$ cat src/rtl/control_croma_multi.sv
// Tone / chroma adjustment control: one saturating tone register plus NCH
// saturating colour channels, stepped by UP/down presses with auto-repeat.
module control_croma_multi #(
  parameter int                     TONE_W     = 8,
  parameter logic [TONE_W-1:0]      TONE_RST   = 8'hA4,
  parameter int                     COLOR_W    = 3,
  parameter int                     NCH        = 2,
  parameter logic [NCH*COLOR_W-1:0] COLOR_RST  = {3'b111, 3'b000},
  parameter int                     SEL_W      = 1,
  parameter int                     REPEAT_DLY = 25_000_000,
  parameter int                     REPEAT_PER = 5_000_000
) (
  input  logic                     clk,
  input  logic                     reset,
  input  logic                     Tono,
  input  logic                     color,
  input  logic [SEL_W-1:0]         sel,
  input  logic                     UP,
  input  logic                     down,
  output logic [TONE_W-1:0]        ton,
  output logic [NCH*COLOR_W-1:0]   colors,
  output logic                     changed,
  output logic                     at_limit
);

  localparam int CNT_MAX = (REPEAT_DLY > REPEAT_PER) ? REPEAT_DLY : REPEAT_PER;
  localparam int CNT_W   = (CNT_MAX > 1) ? $clog2(CNT_MAX) : 1;
  localparam logic [CNT_W-1:0] DLY_LAST = CNT_W'(REPEAT_DLY - 1);
  localparam logic [CNT_W-1:0] PER_LAST = CNT_W'(REPEAT_PER - 1);

  typedef enum logic [1:0] {IDLE, HOLD, RPT} state_t;

  state_t                  state;
  logic [CNT_W-1:0]        cnt;
  logic                    dir_up;
  logic                    up_hist;
  logic                    dn_hist;

  logic                    up_req;
  logic                    dn_req;
  logic                    exit_req;
  logic                    step;
  logic                    step_up;
  logic                    tgt_valid;
  logic                    tgt_moved;
  logic [TONE_W-1:0]       tone_nxt;
  logic [NCH*COLOR_W-1:0]  colors_nxt;

  function automatic logic [TONE_W-1:0] tone_sat_step(input logic [TONE_W-1:0] v,
                                                      input logic up);
    if (up)
      return (v == '1) ? v : v + TONE_W'(1);
    return (v == '0) ? v : v - TONE_W'(1);
  endfunction

  function automatic logic [COLOR_W-1:0] color_sat_step(input logic [COLOR_W-1:0] v,
                                                        input logic up);
    if (up)
      return (v == '1) ? v : v + COLOR_W'(1);
    return (v == '0) ? v : v - COLOR_W'(1);
  endfunction

  // Both buttons together cancel each other and read as no request.
  assign up_req   = UP & ~down;
  assign dn_req   = down & ~UP;
  assign exit_req = dir_up ? ~up_req : ~dn_req;

  always_comb begin
    step    = 1'b0;
    step_up = dir_up;
    case (state)
      IDLE: begin
        if (up_req && !up_hist) begin
          step    = 1'b1;
          step_up = 1'b1;
        end else if (dn_req && !dn_hist) begin
          step    = 1'b1;
          step_up = 1'b0;
        end
      end
      HOLD:    step = !exit_req && (cnt == DLY_LAST);
      RPT:     step = !exit_req && (cnt == PER_LAST);
      default: step = 1'b0;
    endcase
  end

  // Target resolution: tone wins over colour; an out-of-range sel means no target.
  always_comb begin
    tone_nxt   = ton;
    colors_nxt = colors;
    tgt_valid  = 1'b0;
    tgt_moved  = 1'b0;
    if (Tono) begin
      tgt_valid = 1'b1;
      tone_nxt  = tone_sat_step(ton, step_up);
      tgt_moved = (tone_nxt != ton);
    end else if (color) begin
      for (int i = 0; i < NCH; i++) begin
        if (int'(sel) == i) begin
          tgt_valid = 1'b1;
          colors_nxt[i*COLOR_W +: COLOR_W] =
            color_sat_step(colors[i*COLOR_W +: COLOR_W], step_up);
          tgt_moved = (colors_nxt[i*COLOR_W +: COLOR_W] != colors[i*COLOR_W +: COLOR_W]);
        end
      end
    end
  end

  always_ff @(posedge clk) begin
    if (reset) begin
      state    <= IDLE;
      cnt      <= '0;
      dir_up   <= 1'b1;
      up_hist  <= up_req;
      dn_hist  <= dn_req;
      ton      <= TONE_RST;
      colors   <= COLOR_RST;
      changed  <= 1'b0;
      at_limit <= 1'b0;
    end else begin
      up_hist  <= up_req;
      dn_hist  <= dn_req;
      changed  <= 1'b0;
      at_limit <= 1'b0;

      case (state)
        IDLE: begin
          if (step) begin
            dir_up <= step_up;
            cnt    <= '0;
            state  <= HOLD;
          end
        end
        HOLD: begin
          if (exit_req) begin
            state <= IDLE;
          end else if (step) begin
            cnt   <= '0;
            state <= RPT;
          end else begin
            cnt <= cnt + CNT_W'(1);
          end
        end
        RPT: begin
          if (exit_req)
            state <= IDLE;
          else if (step)
            cnt <= '0;
          else
            cnt <= cnt + CNT_W'(1);
        end
        default: state <= IDLE;
      endcase

      if (step && tgt_valid) begin
        ton      <= tone_nxt;
        colors   <= colors_nxt;
        changed  <= tgt_moved;
        at_limit <= ~tgt_moved;
      end
    end
  end

endmodule

$ cat config.mk
export PLATFORM = sky130hd
export DESIGN_NAME = control_croma_multi
export DESIGN_NICKNAME = d
export VERILOG_FILES = /design/src/rtl/control_croma_multi.sv
export SDC_FILE = /design/constraint.sdc
export NUM_CORES = 1
export LEC_CHECK = 0
export CORE_ASPECT_RATIO = 2
export CORE_MARGIN = 4
export CORE_UTILIZATION = 50
export CTS_CLUSTER_DIAMETER = 80
export CTS_CLUSTER_SIZE = 10
export DETAILED_ROUTE_END_ITERATION = 8
export GPL_ROUTABILITY_DRIVEN = 0
export PLACE_DENSITY = 0.71
export SYNTH_ARGS = -nofsm -noshare
export SYNTH_HDL_FRONTEND = slang
export SYNTH_SLANG_ARGS = --single-unit
$ cat constraint.sdc
create_clock -name clk -period 2.99 [get_ports clk]
set_clock_uncertainty 0.05 [all_clocks]
set_input_delay 0.4485 -clock clk [delete_from_list [all_inputs] [get_ports clk]]
set_output_delay 0.4485 -clock clk [all_outputs]
set_load 0.1 [all_outputs]
Word-level counts from Yosys, hierarchy flattened:

Index checks and enable logic that the tools add are counted.

* latch bits: 0
* memory bits (writable): 0
* register bits after elaboration: 46
* ROM bits: 0
* word-level logic and storage cells: 110
* memories: 0

* bitwise operators: 10
* div/mod/pow operators: 0
* eq/ne operators: 14
* shift operators: 0
* $add $sub $neg: 7
* reduce and logical (&&, ||, !) cells: 21
* magnitude comparators: 0
* multiplexer cells: 48
* multiply operators: 0

Operator list (count)
* 25-bit two-way mux: 3
* 25-bit case mux with 2 select lines: 1
* 3-bit two-way mux: 14
* 8-bit two-way mux: 5
* 25-bit by 1-bit adder with 25-bit output (second input constant): 1
* 25-bit by 23-bit equality test with 1-bit output (second input constant): 1
* 25-bit equality test (second input constant): 1
* 1-bit two-way mux: 19
* 8-bit by 1-bit adder with 8-bit output (second input constant): 1
* 8-bit equality test (second input constant): 1
* 8-bit logical NOT: 1
* 2-bit two-way mux: 4
* 8-bit inequality test: 1
* 1-bit NOT: 8
* 4-bit AND reduction: 2
* 8-bit by 1-bit subtractor with 8-bit output (second input constant): 1
* 3-bit by 1-bit adder with 3-bit output (second input constant): 2
* 3-bit equality test (second input constant): 2
* 3-bit logical NOT: 2
* 2-bit inequality test (second input constant): 3
* 3-bit inequality test: 2
* 2-bit case mux with 3 select lines: 1
* 3-bit AND reduction: 2
* 3-bit by 1-bit subtractor with 3-bit output (second input constant): 2
* other kinds (11): 20

Logic depth before layout (Yosys ltp):

Gate-level depths: netlist (run 1).

* depth in word-level cells: 19
* gate-level depth with buffers: 9

Worst setup path before layout (run 1):

Ideal clock, no wire load.

* path kind: reg2reg
* start: register ton[0]
* end: register ton[3]
* buffers on the path: 0
* setup slack: 0.411 ns
* period minus slack after synthesis: 2.579 ns
* setup time: 0.070 ns
* stages on the path, launching flop included: 9
* required time: 2.870 ns
* arrival time: 2.458 ns
* path through: dfxtp_1 inv_1 ha_1 nor4b_1 and2_1 nor2_1 a22oi_1 or3_1 a21oi_1

* word-level cells in the longest chain between the ends: 5
* elaborated cells between the ends (all ways): 9
* classes of those cells: add/sub: 2; eq/ne: 1; mux: 5; reduce/logical: 1

Ends and longest elaborated chain
* start, declared: RTL line 20 `output logic [TONE_W-1:0] ton,`
* start signal, assigned: RTL line 156 `ton <= tone_nxt;`
* 8-bit by 1-bit adder with 8-bit output / 8-bit equality test (equally long branches): RTL line 52 `return (v == '1) ? v : v + TONE_W'(1);`
* 8-bit two-way mux: RTL line 52
* 8-bit two-way mux: RTL line 51 `if (up)`
* 8-bit two-way mux (*): RTL line 53 `return (v == '0) ? v : v - TONE_W'(1);`
* 8-bit two-way mux (*): RTL line 93 `if (Tono) begin`

Every way passes the cells marked *; elsewhere a longest branch is shown, timed or not. The select of a mux whose other input is x is not followed.
A chain may end at the register's enable or synchronous reset.

Final worst setup path (run 1):

* start: register state[0]
* end: register cnt[8]

* word-level cells in the longest chain between the ends: 5
* elaborated cells between the ends (all ways): 12
* classes of those cells: eq/ne: 4; mux: 4; reduce/logical: 4

Ends and longest elaborated chain
* start, declared: RTL line 33 `state_t state;`
* start signal, assigned: RTL line 111 `state <= IDLE;`
* start signal, assigned: RTL line 131 `state <= HOLD;`
* start signal, assigned: RTL line 136 `state <= IDLE;`
* 2-bit equality test (tied with other cells): RTL line 71, 126
* 1-bit case mux with 3 select lines: RTL line 71 `case (state)`
* 25-bit two-way mux: RTL line 137, 147
* 25-bit two-way mux: RTL line 135 `if (exit_req) begin`
* 25-bit case mux with 2 select lines: RTL line 126 `case (state)`
* end signal, assigned: RTL line 141 `cnt <= cnt + CNT_W'(1);`
* end signal, assigned: RTL line 150 `cnt <= cnt + CNT_W'(1);`
* end, declared: RTL line 34 `logic [CNT_W-1:0] cnt;`

Several ways; a longest one is shown, not always the timed one. The select of a mux whose other input is x is not followed.

==> impl_results.md, run 1 <==
* Syn_area_per_cell at 7.944 µm²
* CTS tree: done
* Via/cell ratio at 6.235
* Largest net degree at the start of global routing at 26
* DRT antenna net count at 0
* Layout cells sized above 1 at 0.1192
* Root buf cell: clkbuf_16
* Worst-case clock buffer depth at 2
* Switching share of power at 0.3405
* Crit. End Element: flop
* Reg2reg start: state[0]
* Async SR Flop Fraction at 0
* Routed length per instance at 16.27 µm
* Setup violators final at 0
* Post-Synthesis Cell Area at 0.003027 mm²
* Register-to-Register Path Depth at 9
* EDFF count, synth at 0
* RSZ-0062 raised after global routing: false
* Min-delay worst type: reg2reg
* Fin. max-slew vios at 0
* Grt ovf at 0
* CTS Hold Bufs at 0
* CP max stage cell: or4_1
* Drc violations at 0
* Register area share after synthesis at 0.3043
* Rel. slew slack at 0.5805
* # diodes at 0
* Pre-antenna DRT Iters at 4
* H-tree levels at 2
* Final non-filler cell total at 472
* Post-layout min period at 2.709 ns
* PostCTS Resize Cnt at 0
* Final Hold Viols at 0
* Worst-margin pin slew at 0.6251 ns
* Clk network pwr share at 0.348
* Cells after Synth at 381
* Setup TNS at 0 ns
* Internal power at 1371 µW
* Seq pwr share at 0.329
* Crit path max fanout at 14
* Hold path start: cnt[5]
* WP buf/inv at 2
* Vias in the first global route at 2,925
* Total of max-cap violations at 0
* Worst-path cell chain: inv_1, ha_1, nor4bb_1, o2111ai_1, nor4_1, a21oi_1, buf_4, or4_1, a21oi_1
* Arr. time, crit path at 2.87 ns
* Placed Area at 0.003367 mm²
* Cell area after layout at 0.003561 mm²
* Max IR drop VDD at 0.5197 mV
* CTS buffer count at 5
* Crit path required time at 3.15 ns
* Clock Latency Late Sink at 0.29 ns
* Worst R2R End: cnt[8]
* WHS Path Cells at 2
* Placed insts at 464
* NumNets Final at 432
* Rows at 39
* Post-synth net total at 403
* Critical Path Start Type: flop
* Hold Crit Endpoint: cnt[5]
* Delay-heaviest family, CP: simple AND/OR/NAND/NOR gates
* Post-DP HPWL at 5.687 mm
* Syn-to-layout area delta at 17.65%
* Ratio of final minimum period to clock period at 0.9061
* Die height at 118.0 µm
* CTS Sinks at 46
* Switching pwr at 707.9 µW
* Die Area at 0.007438 mm²
* Top FF cell, synth: dfxtp_1
* PD cells at 583.9 mW/mm²
* # port buffers at 22
* F_max at 369.1 MHz
* GRT Total Usage at 0.2133
* Core Area at 0.005807 mm²
* Drt first-iter violations at 272
* Ys Warns at 0
* Unique masters post-synth at 63
* Clk slew on worst S/H paths at 0.07 ns
* Die X at 63.02 µm
* CP dominant cell by count: a21oi_1
* Initial Utilization at 0.5212
* First-pass GRT wire length at 13.02 mm
* Seq cells post-synth at 46
* # Post-CTS Setup Buffers at 0
* Status: completed
* Via count at 2,943
* Combinational fraction of design power at 0.323
* Pleak at 0.001291 µW
* Largest stage delay, worst path at 0.47 ns
* Critical setup path kind: reg2reg
* Final WL at 7.679 mm
* R2r setup slk at 0.28 ns
* Io pins at 23
* Antenna violations before repair at 0
## registers in the layout, indices dropped and copies added (netlist names)
register,flops
cnt,25
ton,8
colors,6
state,2
at_limit,1
changed,1
dir_up,1
dn_hist,1
up_hist,1
## power groups by stage
| stage | clock (µW) | sequential [µW] | combinational (µW) |
|---|---|---|---|
| 6_report | 724 | 684 | 671 |
| 5_1_grt | 771 | 691 | 732 |
| 4_1_cts | 745 | 684 | 667 |
| 3_5_place_dp | 0 | 698 | 661 |
| 3_3_place_gp | 0 | 696 | 652 |
| 2_1_floorplan | 0 | 746 | 413 |
## cell usage in the layout (no fill, tap or decap), types with 9 or more instances in the layout
cell,instances
nand3_1,19
inv_1,15
a21oi_1,24
nand2_1,35
o21ai_0,21
nand4_1,10
buf_4,30
mux2i_1,9
ha_1,15
or3_1,14
nor2_1,32
dfxtp_1,46
## kinds of logic after synthesis
logic type      count (synthesis)  synth area share
fa+ha+maj                      15           0.06201
xor+xnor                       15           0.04341
mux                            10           0.03349
buf+inv                        31           0.03885
simple gates                  173            0.3229
compound gates                 91            0.1951
flops                          46            0.3043
## worst register-to-register path, delay by kind of cell (launching register included)
| kind | cells | cell delay, ns |
|---|---|---|
| buf+inv | 2 | 0.29 |
| fa+ha+maj | 1 | 0.37 |
| compound gates | 3 | 0.47 |
| flops | 1 | 0.39 |
| simple gates | 3 | 1.06 |
## per-stage QoR
step           worst slack (ns)  utilization  total power [µW]  hold slack (ns)
2_1_floorplan            0.4112            -              1159           0.4017
3_3_place_gp             0.1441       0.5798              1348           0.4121
3_5_place_dp            0.08193       0.5798              1358           0.4341
4_1_cts                  0.3091       0.6132              2096           0.4427
5_1_grt                 0.05962       0.6132              2194           0.4792
6_report                 0.2807       0.6132              2079           0.4375
## worst max-delay path by stage
stage	from	to	slack (ns)	cells past startpoint
after global placement	down	colors[5]	0.14	7
after CTS	state[0]	cnt[8]	0.31	9
final	state[0]	cnt[8]	0.28	9
after floorplan	ton[0]	ton[3]	0.41	8
after detailed placement	down	colors[5]	0.08	7
after global routing	state[0]	cnt[8]	0.06	9
## metal layers
metal,up-vias,routed length [µm],track usage
li1,1472,-,-
met1,1372,2884,0.2122
met2,83,4292,0.3997
met3,16,286,0.03725
met4,0,216,0.1217
met5,-,0,0
## layout make-up
class,count,area [µm²]
clock buffers,5,125.1
clock inverters,3,68.82
repair buffers,38,325.3
well taps,61,76.32
flip-flops and latches,46,920.9
multi-input cells,304,1988
fillers,513,2246
inverters,15,56.30
## cell usage after synthesis (2+ instances only)
library cell,n,area share
a211oi_1,6,0.015
a21o_1,2,0.0050
a21oi_1,24,0.040
a221o_1,2,0.0066
a22oi_1,3,0.0074
a2bb2oi_1,2,0.0058
a31oi_1,3,0.0062
and2_1,5,0.010
and3_1,2,0.0041
and3b_1,2,0.0058
and4_1,4,0.012
clkbuf_1,15,0.019
dfxtp_1,46,0.30
ha_1,15,0.062
inv_1,15,0.019
mux2i_1,9,0.030
nand2_1,35,0.043
nand3_1,19,0.031
nand3b_1,2,0.0050
nand4_1,10,0.021
nor2_1,32,0.040
nor2b_1,6,0.012
nor3_1,8,0.013
nor3b_1,5,0.012
nor4_1,6,0.012
nor4b_1,2,0.0058
nor4bb_1,7,0.023
o211ai_1,2,0.0050
o21a_1,2,0.0050
o21ai_0,21,0.035
o21ai_1,2,0.0033
o21bai_1,2,0.0050
o311ai_0,2,0.0058
o31ai_1,5,0.012
or2_2,2,0.0041
or3_1,14,0.029
or4_1,3,0.0074
xnor2_1,7,0.020
xor2_1,8,0.023
Note: power is estimated with default switching activity, not from simulation.
==> run 2, diff against run 1 <==
--- a/config.mk
+++ b/config.mk
@@ -13,6 +13,8 @@
 export DETAILED_ROUTE_END_ITERATION = 8
 export GPL_ROUTABILITY_DRIVEN = 0
 export PLACE_DENSITY = 0.71
+export REMOVE_ABC_BUFFERS = 1
+export SLEW_MARGIN = 20
 export SYNTH_ARGS = -nofsm -noshare
 export SYNTH_HDL_FRONTEND = slang
 export SYNTH_SLANG_ARGS = --single-unit
==> constraint.sdc (replaced) <==
create_clock -name clk -period 2.99 [get_ports clk]
set_clock_uncertainty 0.05 [all_clocks]
set_input_delay 0.4485 -clock clk [delete_from_list [all_inputs] [get_ports clk]]
set_output_delay 0.4485 -clock clk [all_outputs]
set_load 0.02 [all_outputs]
==> run 2 against run 1 <==
  * Die area unchanged
  * Via count fell by 0.92%
  * Setup slack improved by 0.024 ns
==> impl_results.md, run 2 (same netlist as run 1, synthesis figures left out) <==
* Die Area at 0.007438 mm² (unchanged)
* PD cells at 544.2 mW/mm² (-6.8%)
* Setup TNS at 0 ns (unchanged)
* DRT antenna net count at 0 (unchanged)
* Pleak at 0.001243 µW (-3.7%)
* Syn-to-layout area delta at 17.36%
* Core Area at 0.005807 mm² (unchanged)
* Critical setup path kind: reg2reg
* Post-layout min period at 2.685 ns (-0.02409 ns)
* Hold path start: cnt[5]
* NumNets Final at 428 (-0.93%)
* # port buffers at 22 (unchanged)
* Worst hold margin at 0.4425 ns (+0.005001 ns)
* Crit path max fanout at 13 (-1)
* Rows at 39 (unchanged)
* Via/cell ratio at 6.244 (+0.14%)
* RSZ-0062 raised after global routing: false
* Commonest non-fill, non-tap cells in the layout: 46 x dfxtp_1, 35 x nand2_1, 32 x nor2_1
* CTS buffer count at 5 (unchanged)
* # Post-CTS Setup Buffers at 0 (unchanged)
* Drt first-iter violations at 109 (-60%)
* Layout fillers at 550 (+7.2%)
* H-tree levels at 2 (unchanged)
* Fin. max-slew vios at 0 (unchanged)
* Antenna violations before repair at 0 (unchanged)
* Final WL at 7.742 mm (+0.82%)
* WHS Path Cells at 2 (unchanged)
* Initial Utilization at 0.5212 (unchanged)
* Clock Latency Late Sink at 0.29 ns (about the same)
* Drc violations at 0 (unchanged)
* Top reg by flops: cnt
* Via count at 2,916 (-0.92%)
* Largest net degree at the start of global routing at 26 (unchanged)
* Routed length per instance at 16.58 µm (+1.9%)
* Io pins at 23 (unchanged)
* CTS Sinks at 46 (unchanged)
* Most common cell after layout, fill and taps aside: dfxtp_1
* Post-DP HPWL at 6.061 mm (+6.6%)
* Min-delay worst type: reg2reg
* Largest register FFs at 25 (unchanged)
* R2r setup slk at 0.30 ns (+0.02 ns)
* Clk slew on worst S/H paths at 0.06 ns (about the same)
* Die X at 63.02 µm (unchanged)
* Critical Path Start Type: flop
* Rel. slew slack at 0.5830 (+0.002504)
* Vias in the first global route at 2,809 (-4.0%)
* Arr. time, crit path at 2.79 ns (-0.08 ns)
* Worst R2R End: at_limit
* Largest regs: cnt x25, ton x8, colors x6
* First-pass GRT wire length at 13.03 mm (about the same)
* Register-to-Register Path Depth at 8 (-1)
* Root buf cell: clkbuf_16
* Crit. End Element: flop
* Total of max-cap violations at 0 (unchanged)
* Hold Crit Endpoint: cnt[5]
* GRT Total Usage at 0.2175 (+0.004196)
* Reg2reg start: state[0]
* Pre-antenna DRT Iters at 4 (unchanged)
* Layout cells sized above 1 at 0.07143 (-0.04779)
* Ratio of final minimum period to clock period at 0.8981 (-0.008056)
* # diodes at 0 (unchanged)
* Final Hold Viols at 0 (unchanged)
* CTS tree: done
* Worst-case clock buffer depth at 2 (unchanged)
* F_max at 372.4 MHz (+0.90%)
* Max IR drop VDD at 0.3214 mV (-38%)
* Crit path required time at 3.10 ns (-0.05 ns)
* Final core occ at 0.6117 (-0.001508)
* Status: completed
* Setup violators final at 0 (unchanged)
* Worst-margin pin slew at 0.6207 ns (-0.004337 ns)
* Die height at 118.0 µm (unchanged)
* Grt ovf at 0 (unchanged)
-- run 2: final cells by class --
type,count,area (µm²),area share
well taps,61,76.32,0.02149
repair buffers,34,335.3,0.09440
multi-input cells,304,1994,0.5615
inverters,15,56.30,0.01585
flip-flops and latches,46,920.9,0.2592
clock buffers,6,138.9,0.03910
clock inverters,1,30.03,0.008454
-- run 2: how the worst max path moves through the flow --
stage,startpoint,slack [ns],cells past startpoint,endpoint
after floorplan,state[0],0.19,7,colors[5]
after global placement,down,0.14,7,colors[5]
after detailed placement,down,0.12,7,colors[5]
after CTS,state[0],0.25,9,cnt[5]
after global routing,state[0],0.009,8,at_limit
final,state[0],0.30,8,at_limit
-- run 2: per-layer routing --
metal	wire length, µm	track usage	part of all wire	up-vias
li1	-	-	-	1458
met1	2731	0.1982	0.35	1392
met2	4568	0.4394	0.59	45
met3	153	0.03056	0.020	21
met4	289	0.1107	0.037	0
met5	0	0	0	-
-- run 2: worst max-delay path: stages, from the launching register on --
cell,delay [ns]
dfxtp_1,0.35
inv_1,0.11
ha_1,0.44
nor3b_1,0.31
o211a_2,0.36
nand2_1,0.12
o21ai_0,0.30
nand3_1,0.13
nor4_1,0.37
-- run 2: timing repair --
action | CTS | global route
setup endpoints to repair | 0 | 2
hold buffers | 0 | 0
resized for setup | 0 | 1
-- run 2: stage by stage --
stage / worst slack, ns / instances / power [µW] / instance area [µm²]
floorplan: 0.1865 / 365 / 1077 / 2965
global placement: 0.1366 / 460 / 1287 / 3377
detailed placement: 0.1199 / 460 / 1301 / 3377
CTS: 0.2455 / 467 / 1945 / 3546
global route: 0.009490 / 467 / 2036 / 3552
finish: 0.3048 / 467 / 1933 / 3552
-- run 2: power by group --
| group | internal (µW) | total [µW] | switching (µW) |
|---|---|---|---|
| sequential | 642 | 685 | 42.8 |
| combinational | 244 | 610 | 366 |
| clock | 412 | 638 | 225 |
==> run 3, diff against run 2 <==
--- a/config.mk
+++ b/config.mk
@@ -12,7 +12,7 @@
 export CTS_CLUSTER_SIZE = 10
 export DETAILED_ROUTE_END_ITERATION = 8
 export GPL_ROUTABILITY_DRIVEN = 0
-export PLACE_DENSITY = 0.71
+export PLACE_DENSITY = 0.73
 export REMOVE_ABC_BUFFERS = 1
 export SLEW_MARGIN = 20
 export SYNTH_ARGS = -nofsm -noshare
==> constraint.sdc (replaced) <==
create_clock -name clk -period 2.4 [get_ports clk]
set_clock_uncertainty 0.05 [all_clocks]
set_input_delay 0.36 -clock clk [delete_from_list [all_inputs] [get_ports clk]]
set_output_delay 0.36 -clock clk [all_outputs]
set_load 0.02 [all_outputs]
==> run 3 against run 2 <==
  * Flip-flop and latch count stayed put
  * Setup slack worse by 0.28 ns
  * Highest routed layer unchanged
  * Largest power group is now combinational cells
  * Hold slack better by 0.014 ns
  * Clock power is 23% higher
  * Global-route usage is 2.4 points higher
  * Critical path depth stayed put
  * Wire length is 14% higher
  * Critical path type unchanged
  * Via count is 9.3% higher
  * Combinational power is 70% higher
==> impl_results.md, run 3 (same netlist as run 1, synthesis figures left out) <==
* Setup TNS at 0 ns (unchanged)
* Worst-margin pin slew at 0.5217 ns (-0.09905 ns)
* Switching pwr at 885.7 µW (+40%)
* Post-layout min period at 2.375 ns (-0.3104 ns)
* Die X at 63.02 µm (unchanged)
* CTS tree: done
* Min-delay worst type: reg2reg
* GRT Total Usage at 0.2411 (+0.02354)
* H-tree levels at 2 (unchanged)
* First-pass GRT wire length at 14.46 mm (+11%)
* # port buffers at 22 (unchanged)
* Combinational fraction of design power at 0.391 (+0.075)
* Placed insts at 504 (+9.6%)
* Initial Utilization at 0.5212 (unchanged)
* Die Area at 0.007438 mm² (unchanged)
* Largest register FFs at 25 (unchanged)
* Critical setup path kind: reg2reg
* Drt first-iter violations at 133 (+22%)
* Vias in the first global route at 3,283 (+17%)
* Clk network pwr share at 0.295 (-0.035)
* Top reg by flops: cnt
* Ratio of final minimum period to clock period at 0.9895 (+0.09145)
* NumNets Final at 477 (+11%)
* Critical Path Start Type: flop
* DRT antenna net count at 0 (unchanged)
* RSZ-0062 raised after global routing: true
* Crit path max fanout at 5 (-8)
* Via count at 3,186 (+9.3%)
* Layout cells sized above 1 at 0.2281 (+0.1566)
* Max IR drop VDD at 0.6122 mV (+90%)
* Rel. slew slack at 0.6495 (+0.06654)
* Worst hold margin at 0.4569 ns (+0.01438 ns)
* Drc violations at 0 (unchanged)
* Crit path to: cnt[22]
* Syn-to-layout area delta at 33.69%
* Pleak at 0.001502 µW (+21%)
* Setup violators final at 0 (unchanged)
* Crit. End Element: flop
* Largest net degree at the start of global routing at 26 (unchanged)
* Io pins at 23 (unchanged)
* Grt ovf at 0 (unchanged)
* Crit path required time at 2.54 ns (-0.56 ns)
* Post-DP HPWL at 6.677 mm (+10%)
* Antenna violations before repair at 0 (unchanged)
* Most common cell after layout, fill and taps aside: buf_4
* CTS Sinks at 46 (unchanged)
* Clk slew on worst S/H paths at 0.06 ns (about the same)
* Internal power at 1780 µW (+37%)
* R2r setup slk at 0.03 ns (-0.28 ns)
* CP Launch Point: cnt[4]
* # diodes at 0 (unchanged)
* Commonest non-fill, non-tap cells in the layout: 60 x buf_4, 42 x dfxtp_1, 35 x nand2_1
* Total of max-cap violations at 0 (unchanged)
* Largest regs: cnt x25, ton x8, colors x6
* Status: completed
* Arr. time, crit path at 2.51 ns (-0.28 ns)
* Worst-case clock buffer depth at 2 (unchanged)
* Final non-filler cell total at 517 (+11%)
* Die height at 118.0 µm (unchanged)
* Seq pwr share at 0.314 (-0.040)
* Total Power at 2666 µW (+38%)
* Via/cell ratio at 6.162 (-1.3%)
* Core Area at 0.005807 mm² (unchanged)
* CTS buffer count at 5 (unchanged)
* Layout fillers at 465 (-15%)
* CTS Hold Bufs at 0 (unchanged)
* Routed length per instance at 17.05 µm (+2.9%)
* Reg2reg start: cnt[4]
* Register-to-Register Path Depth at 8 (unchanged)
* Pre-antenna DRT Iters at 4 (unchanged)
* Final WL at 8.817 mm (+14%)
* Clock Latency Late Sink at 0.29 ns (about the same)
* F_max at 421.1 MHz (+13%)
* Root buf cell: clkbuf_16
* PD cells at 658.9 mW/mm² (+21%)
* Fin. max-slew vios at 0 (unchanged)
* Worst R2R End: cnt[22]
* Rows at 39 (unchanged)
* Switching share of power at 0.3322 (+0.004023)
* Final Hold Viols at 0 (unchanged)
[run 3: cell types whose count changed in the layout (fill, tap and decap cells not counted), moves of 3 or more]
cell | before | now
dfxtp_1 | 46 | 42
buf_4 | 10 | 60
a211oi_2 | 0 | 3
a211oi_1 | 6 | 2
dfxtp_2 | 0 | 3
[run 3: critical path, cell delays in order, from the launching register on]
cell	delay, ns
dfxtp_1	0.37
nand4_1	0.22
or2_1	0.32
buf_4	0.17
or3_1	0.40
buf_4	0.19
a211oi_1	0.32
xnor2_1	0.16
nor2_1	0.06
[run 3: per-layer routing]
metal  up-vias  part of all wire  track usage
met3        46             0.029      0.03343
met2        89              0.57       0.4719
li1       1556                 -            -
met5         -                 0            0
met4         0             0.075       0.1923
met1      1495              0.33       0.2037
[run 3: worst min path at each step]
stage	startpoint	endpoint	slack, ns	depth (start not counted)
final	cnt[5]	cnt[5]	0.46	2
after detailed placement	cnt[5]	cnt[5]	0.43	2
after CTS	cnt[5]	cnt[5]	0.45	2
after global routing	cnt[5]	cnt[5]	0.49	2
after global placement	cnt[5]	cnt[5]	0.41	2
after floorplan	reset	colors[0]	0.38	1
[run 3: cell type report]
cell class,instances,area [µm²],area share
clock inverter,3,40.04,0.009895
clock buffer,5,125.1,0.03092
tap,61,76.32,0.01886
inverter,15,56.30,0.01391
timing repair buffer,83,688.2,0.1701
sequential,46,928.4,0.2294
multi-input combinational,304,2132,0.5269
[run 3: per-stage QoR]
stage / area (µm²) / worst slack (ns) / utilization
2_1_floorplan: 2965 / -0.4035 / -
5_1_grt: 4046 / -0.07745 / 0.6968
3_3_place_gp: 3695 / -0.3499 / 0.6363
3_5_place_dp: 3695 / -0.3660 / 0.6363
4_1_cts: 3983 / 0.006241 / 0.6858
6_report: 4046 / 0.02520 / 0.6968
[run 3: repair_timing]
item	4_1_cts	5_1_grt
endpoints found under the hold margin	0	0
setup endpoints to repair	10	32
setup buffers	5	1
gates resized for setup	17	16
pin swaps	9	11
[run 3: power groups by stage]
stage	sequential (µW)	clock (µW)	combinational (µW)
floorplan	870	0	472
global placement	850	0	927
detailed placement	851	0	949
CTS	834	802	1000
global route	844	825	1130
finish	838	786	1040
